--- config.mk ---
export PLATFORM = sky130hd
export DESIGN_NAME = mem_arbiter_flat
export DESIGN_NICKNAME = d
export VERILOG_FILES = /design/src/rtl/cpu_types_pkg.sv /design/src/rtl/mem_arbiter_if.sv /design/src/rtl/mem_arbiter_sat_counter.sv /design/src/rtl/mem_arbiter.sv /design/src/flat_wrapper.sv
export SDC_FILE = /design/constraint.sdc
export NUM_CORES = 1
export LEC_CHECK = 0
export BUFFER_PORTS_ARGS = -buffer_cell sky130_fd_sc_hd__buf_2
export CAP_MARGIN = 40
export CORE_MARGIN = 2
export CORE_UTILIZATION = 35
export DETAILED_ROUTE_END_ITERATION = 10
export HOLD_SLACK_MARGIN = 0.02
export SYNTH_ARGS = -nofsm -noshare
export SYNTH_HDL_FRONTEND = slang
export SYNTH_HIERARCHICAL = 1
export SYNTH_SLANG_ARGS = --single-unit
--- constraint.sdc ---
create_clock -name CLK -period 2.4 [get_ports CLK]
set_input_delay 0.48 -clock CLK [delete_from_list [all_inputs] [get_ports CLK]]
set_output_delay 0.48 -clock CLK [all_outputs]
set_load 0.02 [all_outputs]
--- src/rtl/cpu_types_pkg.sv ---
// Shared CPU types.
// Provides the 32-bit word type, the memory-arbiter state encoding and the
// fill word returned when a RAM access is abandoned.
package cpu_types_pkg;

    typedef logic [31:0] word_t;

    typedef enum logic [2:0] {
        IDLE = 3'd0,
        IACC = 3'd1,
        DACC = 3'd2,
        IHIT = 3'd3,
        DHIT = 3'd4
    } arb_state_t;

    localparam word_t BAD_WORD = 32'hBAD1BAD1;

endpackage

--- src/rtl/mem_arbiter_if.sv ---
// Request/response bundle between the datapath, mem_arbiter and the RAM.
// Ports (slave = arbiter view):
//   in : imemREN, imemaddr, dmemREN, dmemWEN, dmemaddr, dmemstore, halt,
//        ramload, ram_ready
//   out: ihit, imemload, dhit, dmemload, ramREN, ramWEN, ramaddr, ramstore,
//        timeout_err, icount, dcount
// The master modport is the mirror image (datapath plus RAM model side).
interface mem_arbiter_if #(
    parameter int CNT_W = 16
);
    import cpu_types_pkg::*;

    logic             imemREN;
    word_t            imemaddr;
    logic             dmemREN;
    logic             dmemWEN;
    word_t            dmemaddr;
    word_t            dmemstore;
    logic             halt;
    logic             ihit;
    word_t            imemload;
    logic             dhit;
    word_t            dmemload;
    logic             ramREN;
    logic             ramWEN;
    word_t            ramaddr;
    word_t            ramstore;
    word_t            ramload;
    logic             ram_ready;
    logic             timeout_err;
    logic [CNT_W-1:0] icount;
    logic [CNT_W-1:0] dcount;

    modport slave (
        input  imemREN, imemaddr, dmemREN, dmemWEN, dmemaddr, dmemstore, halt,
        input  ramload, ram_ready,
        output ihit, imemload, dhit, dmemload, ramREN, ramWEN, ramaddr,
        output ramstore, timeout_err, icount, dcount
    );

    modport master (
        output imemREN, imemaddr, dmemREN, dmemWEN, dmemaddr, dmemstore, halt,
        output ramload, ram_ready,
        input  ihit, imemload, dhit, dmemload, ramREN, ramWEN, ramaddr,
        input  ramstore, timeout_err, icount, dcount
    );

endinterface

--- src/rtl/mem_arbiter_sat_counter.sv ---
// Saturating up-counter.
// Ports:
//   i_clk   : clock
//   i_clr   : synchronous clear (active high), wins over i_inc
//   i_inc   : increment by one unless already all-ones
//   o_count : current count
module sat_counter #(
    parameter int W = 16
) (
    input  logic         i_clk,
    input  logic         i_clr,
    input  logic         i_inc,
    output logic [W-1:0] o_count
);

    logic [W-1:0] r_count;

    always_ff @(posedge i_clk) begin
        if (i_clr) begin
            r_count <= '0;
        end else if (i_inc && (r_count != '1)) begin
            r_count <= r_count + W'(1);
        end
    end

    assign o_count = r_count;

endmodule

--- src/rtl/mem_arbiter.sv ---
// Memory-side responder: serialises instruction fetches and data accesses
// onto one single-port, variable-latency RAM and returns one-cycle hit
// pulses with registered read data.
// Ports:
//   CLK : clock, rising edge
//   RST : synchronous active-high reset
//   bus : mem_arbiter_if slave modport (datapath requests, RAM strobes and
//         responses, hit pulses, sticky timeout flag, access counters)
module mem_arbiter
    import cpu_types_pkg::*;
#(
    parameter int TIMEOUT = 64,
    parameter int CNT_W   = 16
) (
    input  logic          CLK,
    input  logic          RST,
    mem_arbiter_if.slave  bus
);

    localparam int WAIT_W = $clog2(TIMEOUT + 1);

    arb_state_t        r_state;
    arb_state_t        w_state_next;
    word_t             r_addr;
    word_t             r_store;
    word_t             r_imemload;
    word_t             r_dmemload;
    logic              r_is_write;
    logic              r_last_d;
    logic              r_timeout_err;
    logic [WAIT_W-1:0] r_wait;

    logic              w_dreq;
    logic              w_ireq;
    logic              w_grant_i;
    logic              w_grant_d;
    logic              w_in_acc;
    logic              w_timeout;
    logic              w_done;
    logic [1:0]        w_cnt_inc;
    logic [CNT_W-1:0]  w_cnt [2];
    logic              w_unused;

    assign w_dreq    = bus.dmemREN | bus.dmemWEN;
    assign w_ireq    = bus.imemREN & ~bus.halt;
    assign w_in_acc  = (r_state == IACC) || (r_state == DACC);
    // r_wait counts completed ACC cycles; the access is abandoned in the
    // ACC cycle that sees TIMEOUT earlier cycles without ram_ready.
    assign w_timeout = w_in_acc && !bus.ram_ready && (r_wait == WAIT_W'(TIMEOUT));
    assign w_done    = w_in_acc && (bus.ram_ready || w_timeout);

    // Word-address low bits are deliberately discarded.
    assign w_unused  = ^{bus.imemaddr[1:0], bus.dmemaddr[1:0]};

    always_comb begin
        w_state_next = r_state;
        w_grant_i    = 1'b0;
        w_grant_d    = 1'b0;
        unique case (r_state)
            IDLE: begin
                // Under contention alternate with respect to the last grant.
                if (w_dreq && w_ireq) begin
                    w_grant_i = r_last_d;
                    w_grant_d = ~r_last_d;
                end else begin
                    w_grant_i = w_ireq;
                    w_grant_d = w_dreq;
                end
                if (w_grant_i) begin
                    w_state_next = IACC;
                end else if (w_grant_d) begin
                    w_state_next = DACC;
                end
            end
            IACC: if (w_done) w_state_next = IHIT;
            DACC: if (w_done) w_state_next = DHIT;
            IHIT: w_state_next = IDLE;
            DHIT: w_state_next = IDLE;
            default: w_state_next = IDLE;
        endcase
    end

    always_ff @(posedge CLK) begin
        if (RST) begin
            r_state <= IDLE;
        end else begin
            r_state <= w_state_next;
        end
    end

    always_ff @(posedge CLK) begin
        if (RST) begin
            r_addr        <= '0;
            r_store       <= '0;
            r_is_write    <= 1'b0;
            r_last_d      <= 1'b0;
            r_wait        <= '0;
            r_imemload    <= '0;
            r_dmemload    <= '0;
            r_timeout_err <= 1'b0;
        end else begin
            if (w_grant_i) begin
                r_addr     <= {bus.imemaddr[31:2], 2'b00};
                r_is_write <= 1'b0;
                r_last_d   <= 1'b0;
                r_wait     <= '0;
            end else if (w_grant_d) begin
                r_addr     <= {bus.dmemaddr[31:2], 2'b00};
                r_store    <= bus.dmemstore;
                // A simultaneous read+write request is a write.
                r_is_write <= bus.dmemWEN;
                r_last_d   <= 1'b1;
                r_wait     <= '0;
            end else if (w_in_acc && !w_done) begin
                r_wait <= r_wait + WAIT_W'(1);
            end

            if (w_done && (r_state == IACC)) begin
                r_imemload <= bus.ram_ready ? bus.ramload : BAD_WORD;
            end
            if (w_done && (r_state == DACC) && !r_is_write) begin
                r_dmemload <= bus.ram_ready ? bus.ramload : BAD_WORD;
            end
            if (w_timeout) begin
                r_timeout_err <= 1'b1;
            end
        end
    end

    assign w_cnt_inc[0] = (r_state == IHIT);
    assign w_cnt_inc[1] = (r_state == DHIT);

    for (genvar gi = 0; gi < 2; gi++) begin : g_cnt
        sat_counter #(
            .W (CNT_W)
        ) u_cnt (
            .i_clk   (CLK),
            .i_clr   (RST),
            .i_inc   (w_cnt_inc[gi]),
            .o_count (w_cnt[gi])
        );
    end

    // Everything below is decoded from the state register or registered.
    assign bus.ihit        = (r_state == IHIT);
    assign bus.dhit        = (r_state == DHIT);
    assign bus.imemload    = r_imemload;
    assign bus.dmemload    = r_dmemload;
    assign bus.ramREN      = (r_state == IACC) || ((r_state == DACC) && !r_is_write);
    assign bus.ramWEN      = (r_state == DACC) && r_is_write;
    assign bus.ramaddr     = r_addr;
    assign bus.ramstore    = r_store;
    assign bus.timeout_err = r_timeout_err;
    assign bus.icount      = w_cnt[0];
    assign bus.dcount      = w_cnt[1];

endmodule
--- src/flat_wrapper.sv ---
// flat-port wrapper written by rule: the top's interface ports become plain ports
module mem_arbiter_flat import cpu_types_pkg::*;
#(
    parameter int TIMEOUT = 64,
    parameter int CNT_W   = 16
)
  (CLK, RST, bus_imemREN, bus_imemaddr, bus_dmemREN, bus_dmemWEN, bus_dmemaddr, bus_dmemstore, bus_halt, bus_ramload, bus_ram_ready, bus_ihit, bus_imemload, bus_dhit, bus_dmemload, bus_ramREN, bus_ramWEN, bus_ramaddr, bus_ramstore, bus_timeout_err, bus_icount, bus_dcount);
  mem_arbiter_if #(.CNT_W(CNT_W)) bus_i ();
  input  logic CLK;
  input  logic RST;
  input wire logic [$bits(bus_i.imemREN)-1:0] bus_imemREN;
  input wire logic [$bits(bus_i.imemaddr)-1:0] bus_imemaddr;
  input wire logic [$bits(bus_i.dmemREN)-1:0] bus_dmemREN;
  input wire logic [$bits(bus_i.dmemWEN)-1:0] bus_dmemWEN;
  input wire logic [$bits(bus_i.dmemaddr)-1:0] bus_dmemaddr;
  input wire logic [$bits(bus_i.dmemstore)-1:0] bus_dmemstore;
  input wire logic [$bits(bus_i.halt)-1:0] bus_halt;
  input wire logic [$bits(bus_i.ramload)-1:0] bus_ramload;
  input wire logic [$bits(bus_i.ram_ready)-1:0] bus_ram_ready;
  output wire logic [$bits(bus_i.ihit)-1:0] bus_ihit;
  output wire logic [$bits(bus_i.imemload)-1:0] bus_imemload;
  output wire logic [$bits(bus_i.dhit)-1:0] bus_dhit;
  output wire logic [$bits(bus_i.dmemload)-1:0] bus_dmemload;
  output wire logic [$bits(bus_i.ramREN)-1:0] bus_ramREN;
  output wire logic [$bits(bus_i.ramWEN)-1:0] bus_ramWEN;
  output wire logic [$bits(bus_i.ramaddr)-1:0] bus_ramaddr;
  output wire logic [$bits(bus_i.ramstore)-1:0] bus_ramstore;
  output wire logic [$bits(bus_i.timeout_err)-1:0] bus_timeout_err;
  output wire logic [$bits(bus_i.icount)-1:0] bus_icount;
  output wire logic [$bits(bus_i.dcount)-1:0] bus_dcount;
  assign bus_i.imemREN = bus_imemREN;
  assign bus_i.imemaddr = bus_imemaddr;
  assign bus_i.dmemREN = bus_dmemREN;
  assign bus_i.dmemWEN = bus_dmemWEN;
  assign bus_i.dmemaddr = bus_dmemaddr;
  assign bus_i.dmemstore = bus_dmemstore;
  assign bus_i.halt = bus_halt;
  assign bus_i.ramload = bus_ramload;
  assign bus_i.ram_ready = bus_ram_ready;
  assign bus_ihit = bus_i.ihit;
  assign bus_imemload = bus_i.imemload;
  assign bus_dhit = bus_i.dhit;
  assign bus_dmemload = bus_i.dmemload;
  assign bus_ramREN = bus_i.ramREN;
  assign bus_ramWEN = bus_i.ramWEN;
  assign bus_ramaddr = bus_i.ramaddr;
  assign bus_ramstore = bus_i.ramstore;
  assign bus_timeout_err = bus_i.timeout_err;
  assign bus_icount = bus_i.icount;
  assign bus_dcount = bus_i.dcount;
  mem_arbiter #(.TIMEOUT(TIMEOUT), .CNT_W(CNT_W)) u_core (.CLK(CLK), .RST(RST), .bus(bus_i));
endmodule
# Word level (Yosys, flattened, before mapping)
# Cells that the tools add are included.
word_totals:
  register_bits: 171
  inputBits: 135
  out_inout_bits: 165
  word_cells: 67
classes:
  bitwise_logic: 5
  muxes: 14
  addsub: 3
  reduce_logical: 24
  eq_ne: 10
op_table:
  columns: ["op", "n"]
  rows:
  - ["$mux 32", 3]
  - ["$add 16x1->16 const B", 2]
  - ["$ne 16x16->1 const B", 2]
  - ["$logic_and 1x1->1", 12]
  - ["$mux 3", 4]
  - ["$pmux 3 s3", 1]
  - ["$add 7x1->7 const B", 1]
  - ["$eq 7x7->1 const B", 1]
  - ["$eq 3x2->1 const B", 2]
  - ["$mux 1", 6]
  - ["$ne 2x1->1 const B", 2]
  - ["$eq 3x1->1 const B", 1]
  - ["$eq 3x3->1 const B", 1]
  - ["$logic_not 1->1", 3]
  - ["$logic_not 3->1", 1]
  - ["$logic_or 1x1->1", 3]
  - ["$ne 3x3->1 const B", 1]
  - ["$not 1->1", 3]
  - ["$reduce_and 3->1", 1]
  - ["$reduce_or 3->1", 1]
  - ["$reduce_and 2->1", 1]
  - ["$reduce_bool 2->1", 1]
  - ["$reduce_or 2->1", 1]
  - ["$and 1x1->1", 1]
  - ["$or 1x1->1", 1]

# Logic depth before layout (Yosys ltp)
logic_depth:
  ltp_word: 8
  mapped_depth: 8

# Cells and area by module
# Netlist, hierarchy kept.
by_module_without_submodules:
  columns: ["mod", "cells_each", "seq_area_each_um2", "area_per_inst_um2", "instances"]
  rows:
  - ["mem_arbiter", 672, 2782.7, 5624.1, 1]
  - ["sat_counter", 99, 320.3, 848.3, 2]

# Worst setup path after synthesis
# OpenSTA, ideal clock, no wires.
synth_path:
  path_kind: "reg-to-reg"
  from: "register u_core.r_state[2]"
  to: "register u_core.g_cnt[1].u_cnt.r_count[9]"
  required_ns: 2.330
  t_arrival_ns: 2.551
  setup_slack_ns: -0.222
  synth_period_minus_slack_ns: 2.622
  stages_incl_launch_ff: 8
  path_cell_list: "dfxtp_1 > clkbuf_1 > inv_1 > nor3_1 > nand2_1 > clkbuf_1 > or4_1 > a21oi_1"
synth_between:
  elab_chain_cells: 2
synth_lines:
  columns: ["item", "line_no", "text"]
  rows:
  - ["start, declared", "mem_arbiter.sv:22", "arb_state_t r_state;"]
  - ["start signal, assigned", "mem_arbiter.sv:87", "r_state <= w_state_next;"]
  - ["$eq 3x3->1", null, null]
  - ["via bus_dhit", "flat_wrapper.sv:22", "output wire logic [$bits(bus_i.dhit)-1:0] bus_dhit;"]
  - ["$logic_and 1x1->1", "mem_arbiter_sat_counter.sv:21", "end else if (i_inc && (r_count != '1)) begin"]
  - ["end signal, assigned", "mem_arbiter_sat_counter.sv:22", "r_count <= r_count + W'(1);"]
  - ["end, declared", "mem_arbiter_sat_counter.sv:16", "logic [W-1:0] r_count;"]
# The timed path passes the listed nets, and every way through them passes these cells.
# A chain may end at the register's enable or synchronous reset.

# Worst setup path in the final report
layout_path:
  from: "register u_core.r_wait[0]"
  to: "register u_core.r_imemload[22] (netlist: u_core/bus.imemload[22])"
layout_between:
  elab_chain_cells: 5
layout_lines:
  columns: ["item", "line_no", "text"]
  rows:
  - ["start, declared", "mem_arbiter.sv:31", "logic [WAIT_W-1:0] r_wait;"]
  - ["start signal, assigned", "mem_arbiter.sv:115", "r_wait <= r_wait + WAIT_W'(1);"]
  - ["$eq 7x7->1", "mem_arbiter.sv:49", "assign w_timeout = w_in_acc && !bus.ram_ready && (r_wait == WAIT_W'(TIMEOUT));"]
  - ["$logic_and 1x1->1", "mem_arbiter.sv:49", null]
  - ["$logic_or 1x1->1", "mem_arbiter.sv:50", "assign w_done = w_in_acc && (bus.ram_ready || w_timeout);"]
  - ["$logic_and 1x1->1", "mem_arbiter.sv:50", null]
  - ["$logic_and 1x1->1", "mem_arbiter.sv:118", "if (w_done && (r_state == IACC)) begin"]
  - ["end signal, assigned", "mem_arbiter.sv:119", "r_imemload <= bus.ram_ready ? bus.ramload : BAD_WORD;"]
  - ["end, declared", "mem_arbiter.sv:26", "word_t r_imemload;"]
# Every way passes these cells.

==> flow_summary.json <==
{
  "outcome": "finished, final reports clean",
  "tritoncts_num_sinks": 171,
  "async_reset_ff_share_pct": 0,
  "power_density_mw_per_mm2": 810,
  "worstPathRequired_ns": 2.77,
  "grt_pass1_vias": 6769,
  "finalClockSkew_ns": 0.0143,
  "clkSlewWorstSetupHoldPaths_ns": 0.08,
  "final_cells": 1421,
  "grt_max_degree": 70,
  "io-pin-count": 300,
  "critical_path.endpoint": "u_core/bus.imemload[22]$_SDFFE_PP0P_",
  "cts_made_buffers": 17,
  "finalWeightedCongestion": 0.798,
  "antenna_left": 0,
  "min_period_over_period_pct": 93.2,
  "setup_viol": 0,
  "final_critical_path_setup_slack_ns": 0.163,
  "worst_ep_arrival_time_ns": 2.61,
  "die_area_sq_mm": 0.0221,
  "nNetsFinal": 1276,
  "floorplan.die.width_microns": 149,
  "worst_skew_pair_latency_ns": 0.43,
  "final-max-slew-violation-count": 0,
  "critical_path_fanout_max": 29,
  "io_buf_count": 293,
  "maxClockFrequency_ghz": 0.447,
  "seqPwrFrac_pct": 41.3,
  "layout.cells.most_common": "sky130_fd_sc_hd__buf_2",
  "detail_route.wirelength_microns": 22600,
  "power.total_mw": 7.86,
  "postSynthRegisterBits": 171,
  "core_area_sq_mm": 0.0204,
  "fin_util_pct": 47.6,
  "power_switching_share_pct": 33.7,
  "die_h_microns": 149,
  "worstSetupPathType": "flip-flop to flip-flop",
  "power.ir.vdd_worst_uv": 458,
  "fin_tns_setup_ns": 0,
  "worst_pin_slew_ns": 0.727,
  "post_drt_wl_per_cell_microns": 15.9,
  "post_synth_inst_count": 870,
  "cts.repair.resized": 0,
  "synth_area_leader_cell": "sky130_fd_sc_hd__dfxtp_1",
  "multi_input_comb_area_sq_mm": 0.00352,
  "synth.top_cell.area_share_pct": 46.8,
  "count_of_endpoints_failing_hold_in_the_final_timing_report": 0,
  "r2r-start": "u_core/r_wait[0]$_SDFFE_PP0P_",
  "drc": 0,
  "placementRows": 52,
  "worst-r2r-cell-count": 8,
  "yosysSeqAreaShare_pct": 46.8,
  "mappedNetlistArea_sq_mm": 0.00732,
  "clock_path_buffers": 2,
  "synth-edff-count": 0,
  "cellLeakagePower_nw": 4.18,
  "prevailing_post_synth_register_cell": "sky130_fd_sc_hd__dfxtp_1",
  "grt-ovfl-total": 0,
  "ys_warn_count": 6,
  "initialDrtViolationCount": 430,
  "r2r_slack_ns": 0.16,
  "placement.setup.worst_slack_ns": 0.0949,
  "area.growth.synth_to_final_pct": 32.4,
  "crit-reg2reg-capture": "u_core/bus.imemload[22]$_SDFFE_PP0P_",
  "cts-htree-levels": 4,
  "via_count": 7320,
  "layout-drive-gt1-share_pct": 33.0,
  "power_frac_comb_pct": 23.2,
  "starting_density_of_the_core_pct": 35.9,
  "register_area_sq_mm": 0.00342,
  "finalWorstPathRequiredPeriod_ns": 2.24,
  "worstSetupStartpoint": "u_core/r_wait[0]$_SDFFE_PP0P_",
  "grt_pass1_wl_microns": 35300,
  "place.detailed.instances": 1388,
  "avgViaCountPerCell": 5.15,
  "cts.hold.buffers_added": 0,
  "synth.distinct_cells": 54,
  "dpl.hpwl_microns": 15500,
  "grt_antenna_before_repair": 0,
  "max_slew_margin_pct": 51.5,
  "setup_repair_after_global_routing_missed_its_margin": "false",
  "switching_power_mw": 2.65,
  "netlist_top_cells_area": "sky130_fd_sc_hd__dfxtp_1, sky130_fd_sc_hd__a21oi_1, sky130_fd_sc_hd__nand2_1",
  "mostFrequentLayoutCells": "sky130_fd_sc_hd__buf_2, sky130_fd_sc_hd__dfxtp_1, sky130_fd_sc_hd__a21oi_1",
  "cts_setup_buffers": 0,
  "internal_dissipation_mw": 5.21,
  "tritoncts": "done",
  "dr.pass1.iters": 5,
  "final.fill_count": 2058,
  "p_clk_share_pct": 35.5,
  "post_synth.cell_area_avg_sq_um": 8.41,
  "ctsRootBufferMaster": "sky130_fd_sc_hd__clkbuf_16",
  "max-cap-violations": 0,
  "critPathCaptureType": "flip-flop",
  "start_kind": "flip-flop",
  "grt_util_all_layers_pct": 19.8,
  "min_path_type": "input pin to flip-flop"
}
[registers in the layout (all words and copies together) (netlist names)]
signal,count
u_core/g_cnt.u_cnt/o_count,32
u_core/r_wait,7
u_core/bus.timeout_err,1
u_core/bus.imemload,32
u_core/bus.dmemload,32
u_core/bus.ramaddr,30
u_core/r_state,3
u_core/bus.ramstore,32
u_core/r_is_write,1
u_core/r_last_d,1
[Yosys cell counts (5+ instances only)]
library cell / instances
sky130_fd_sc_hd__o21ai_1: 9
sky130_fd_sc_hd__nor4_1: 7
sky130_fd_sc_hd__nand2_1: 109
sky130_fd_sc_hd__or3_1: 6
sky130_fd_sc_hd__nor2b_1: 5
sky130_fd_sc_hd__buf_2: 15
sky130_fd_sc_hd__dfxtp_1: 171
sky130_fd_sc_hd__a31oi_1: 19
sky130_fd_sc_hd__nand3_1: 48
sky130_fd_sc_hd__o31ai_1: 13
sky130_fd_sc_hd__clkbuf_1: 46
sky130_fd_sc_hd__buf_1: 5
sky130_fd_sc_hd__a21oi_1: 133
sky130_fd_sc_hd__a311oi_2: 10
sky130_fd_sc_hd__nor2_1: 51
sky130_fd_sc_hd__nand4_1: 6
sky130_fd_sc_hd__a211oi_1: 32
sky130_fd_sc_hd__o21a_1: 20
sky130_fd_sc_hd__and4_1: 6
sky130_fd_sc_hd__a311oi_1: 8
sky130_fd_sc_hd__nor3_1: 14
sky130_fd_sc_hd__inv_1: 30
sky130_fd_sc_hd__xnor2_1: 8
sky130_fd_sc_hd__or4_1: 16
sky130_fd_sc_hd__o21ai_0: 31
[how the worst min path moves through the flow]
stage / startpoint / to / slack, ns / depth (start not counted)
after floorplan: u_core/r_wait[6]$_SDFFE_PP0P_ / u_core/r_wait[6]$_SDFFE_PP0P_ / 0.45 / 2
after global placement: u_core/bus.ramstore[7]$_SDFFE_PP0P_ / u_core/bus.ramstore[7]$_SDFFE_PP0P_ / 0.44 / 2
after detailed placement: u_core/bus.ramstore[13]$_SDFFE_PP0P_ / u_core/bus.ramstore[13]$_SDFFE_PP0P_ / 0.44 / 2
after CTS: bus_dmemstore[0] / u_core/bus.ramstore[0]$_SDFFE_PP0P_ / 0.26 / 3
after global routing: bus_dmemstore[4] / u_core/bus.ramstore[4]$_SDFFE_PP0P_ / 0.27 / 3
final: bus_dmemstore[4] / u_core/bus.ramstore[4]$_SDFFE_PP0P_ / 0.28 / 3
[kinds of logic (layout without fill, tap and decap cells)]
kind of cell	Yosys count	after routing	share of synthesized area [%]
buffers and inverters	99	378	5.54
xor gates and xnor gates	9	9	1.08
adders and majority gates	4	4	0.684
other	1	3	0.0512
DFF	171	171	46.8
AOI/OAI and AO/OA	287	287	24.9
and+or+nand+nor	294	294	20.3
muxes	5	5	0.718
[final cells by class]
cell class | instances | area share (%)
clock inverter | 15 | 1.61
sequential | 171 | 35.3
tap | 270 | 3.48
clock buffer | 17 | 4.39
timing repair buffer | 316 | 17.7
antenna | 1 | 0.0258
inverter | 30 | 1.16
multi-input combinational | 601 | 36.3
[power groups by stage]
| stage | logic (mW) | registers, mW | clock network [mW] |
|---|---|---|---|
| floorplan | 0.858 | 3.59 | 0 |
| global placement | 1.83 | 3.30 | 0 |
| detailed placement | 1.83 | 3.31 | 0 |
| CTS | 1.84 | 3.25 | 2.87 |
| global route | 1.99 | 3.28 | 2.98 |
| finish | 1.82 | 3.24 | 2.79 |
[through the flow]
stage | instance area [sq um] | hold slack (ns)
after floorplan | 7330 | 0.447
after global placement | 9110 | 0.440
after detailed placement | 9110 | 0.444
after CTS | 9690 | 0.260
after global routing | 9690 | 0.272
final | 9690 | 0.276
[layer usage]
| layer | vias to the layer above | global-route usage (%) | part of all wire [%] |
|---|---|---|---|
| met2 | 199 | 32.1 | 48 |
| li1 | 3669 | - | - |
| met1 | 3433 | 25.8 | 44 |
| met4 | 0 | 6.33 | 1.6 |
| met5 | - | 0 | 0 |
| met3 | 19 | 5.28 | 6.2 |
[critical path, stage by stage, from the launching register on]
cell and delay (ns):
sky130_fd_sc_hd__dfxtp_1 0.36, sky130_fd_sc_hd__inv_1 0.09, sky130_fd_sc_hd__ha_1 0.15, sky130_fd_sc_hd__or4b_4 0.50, sky130_fd_sc_hd__o41a_1 0.42, sky130_fd_sc_hd__buf_4 0.24
sky130_fd_sc_hd__nor2_4 0.13, sky130_fd_sc_hd__buf_12 0.16, sky130_fd_sc_hd__o21a_1 0.12
No activity file was read; power rests on OpenSTA's default activity.
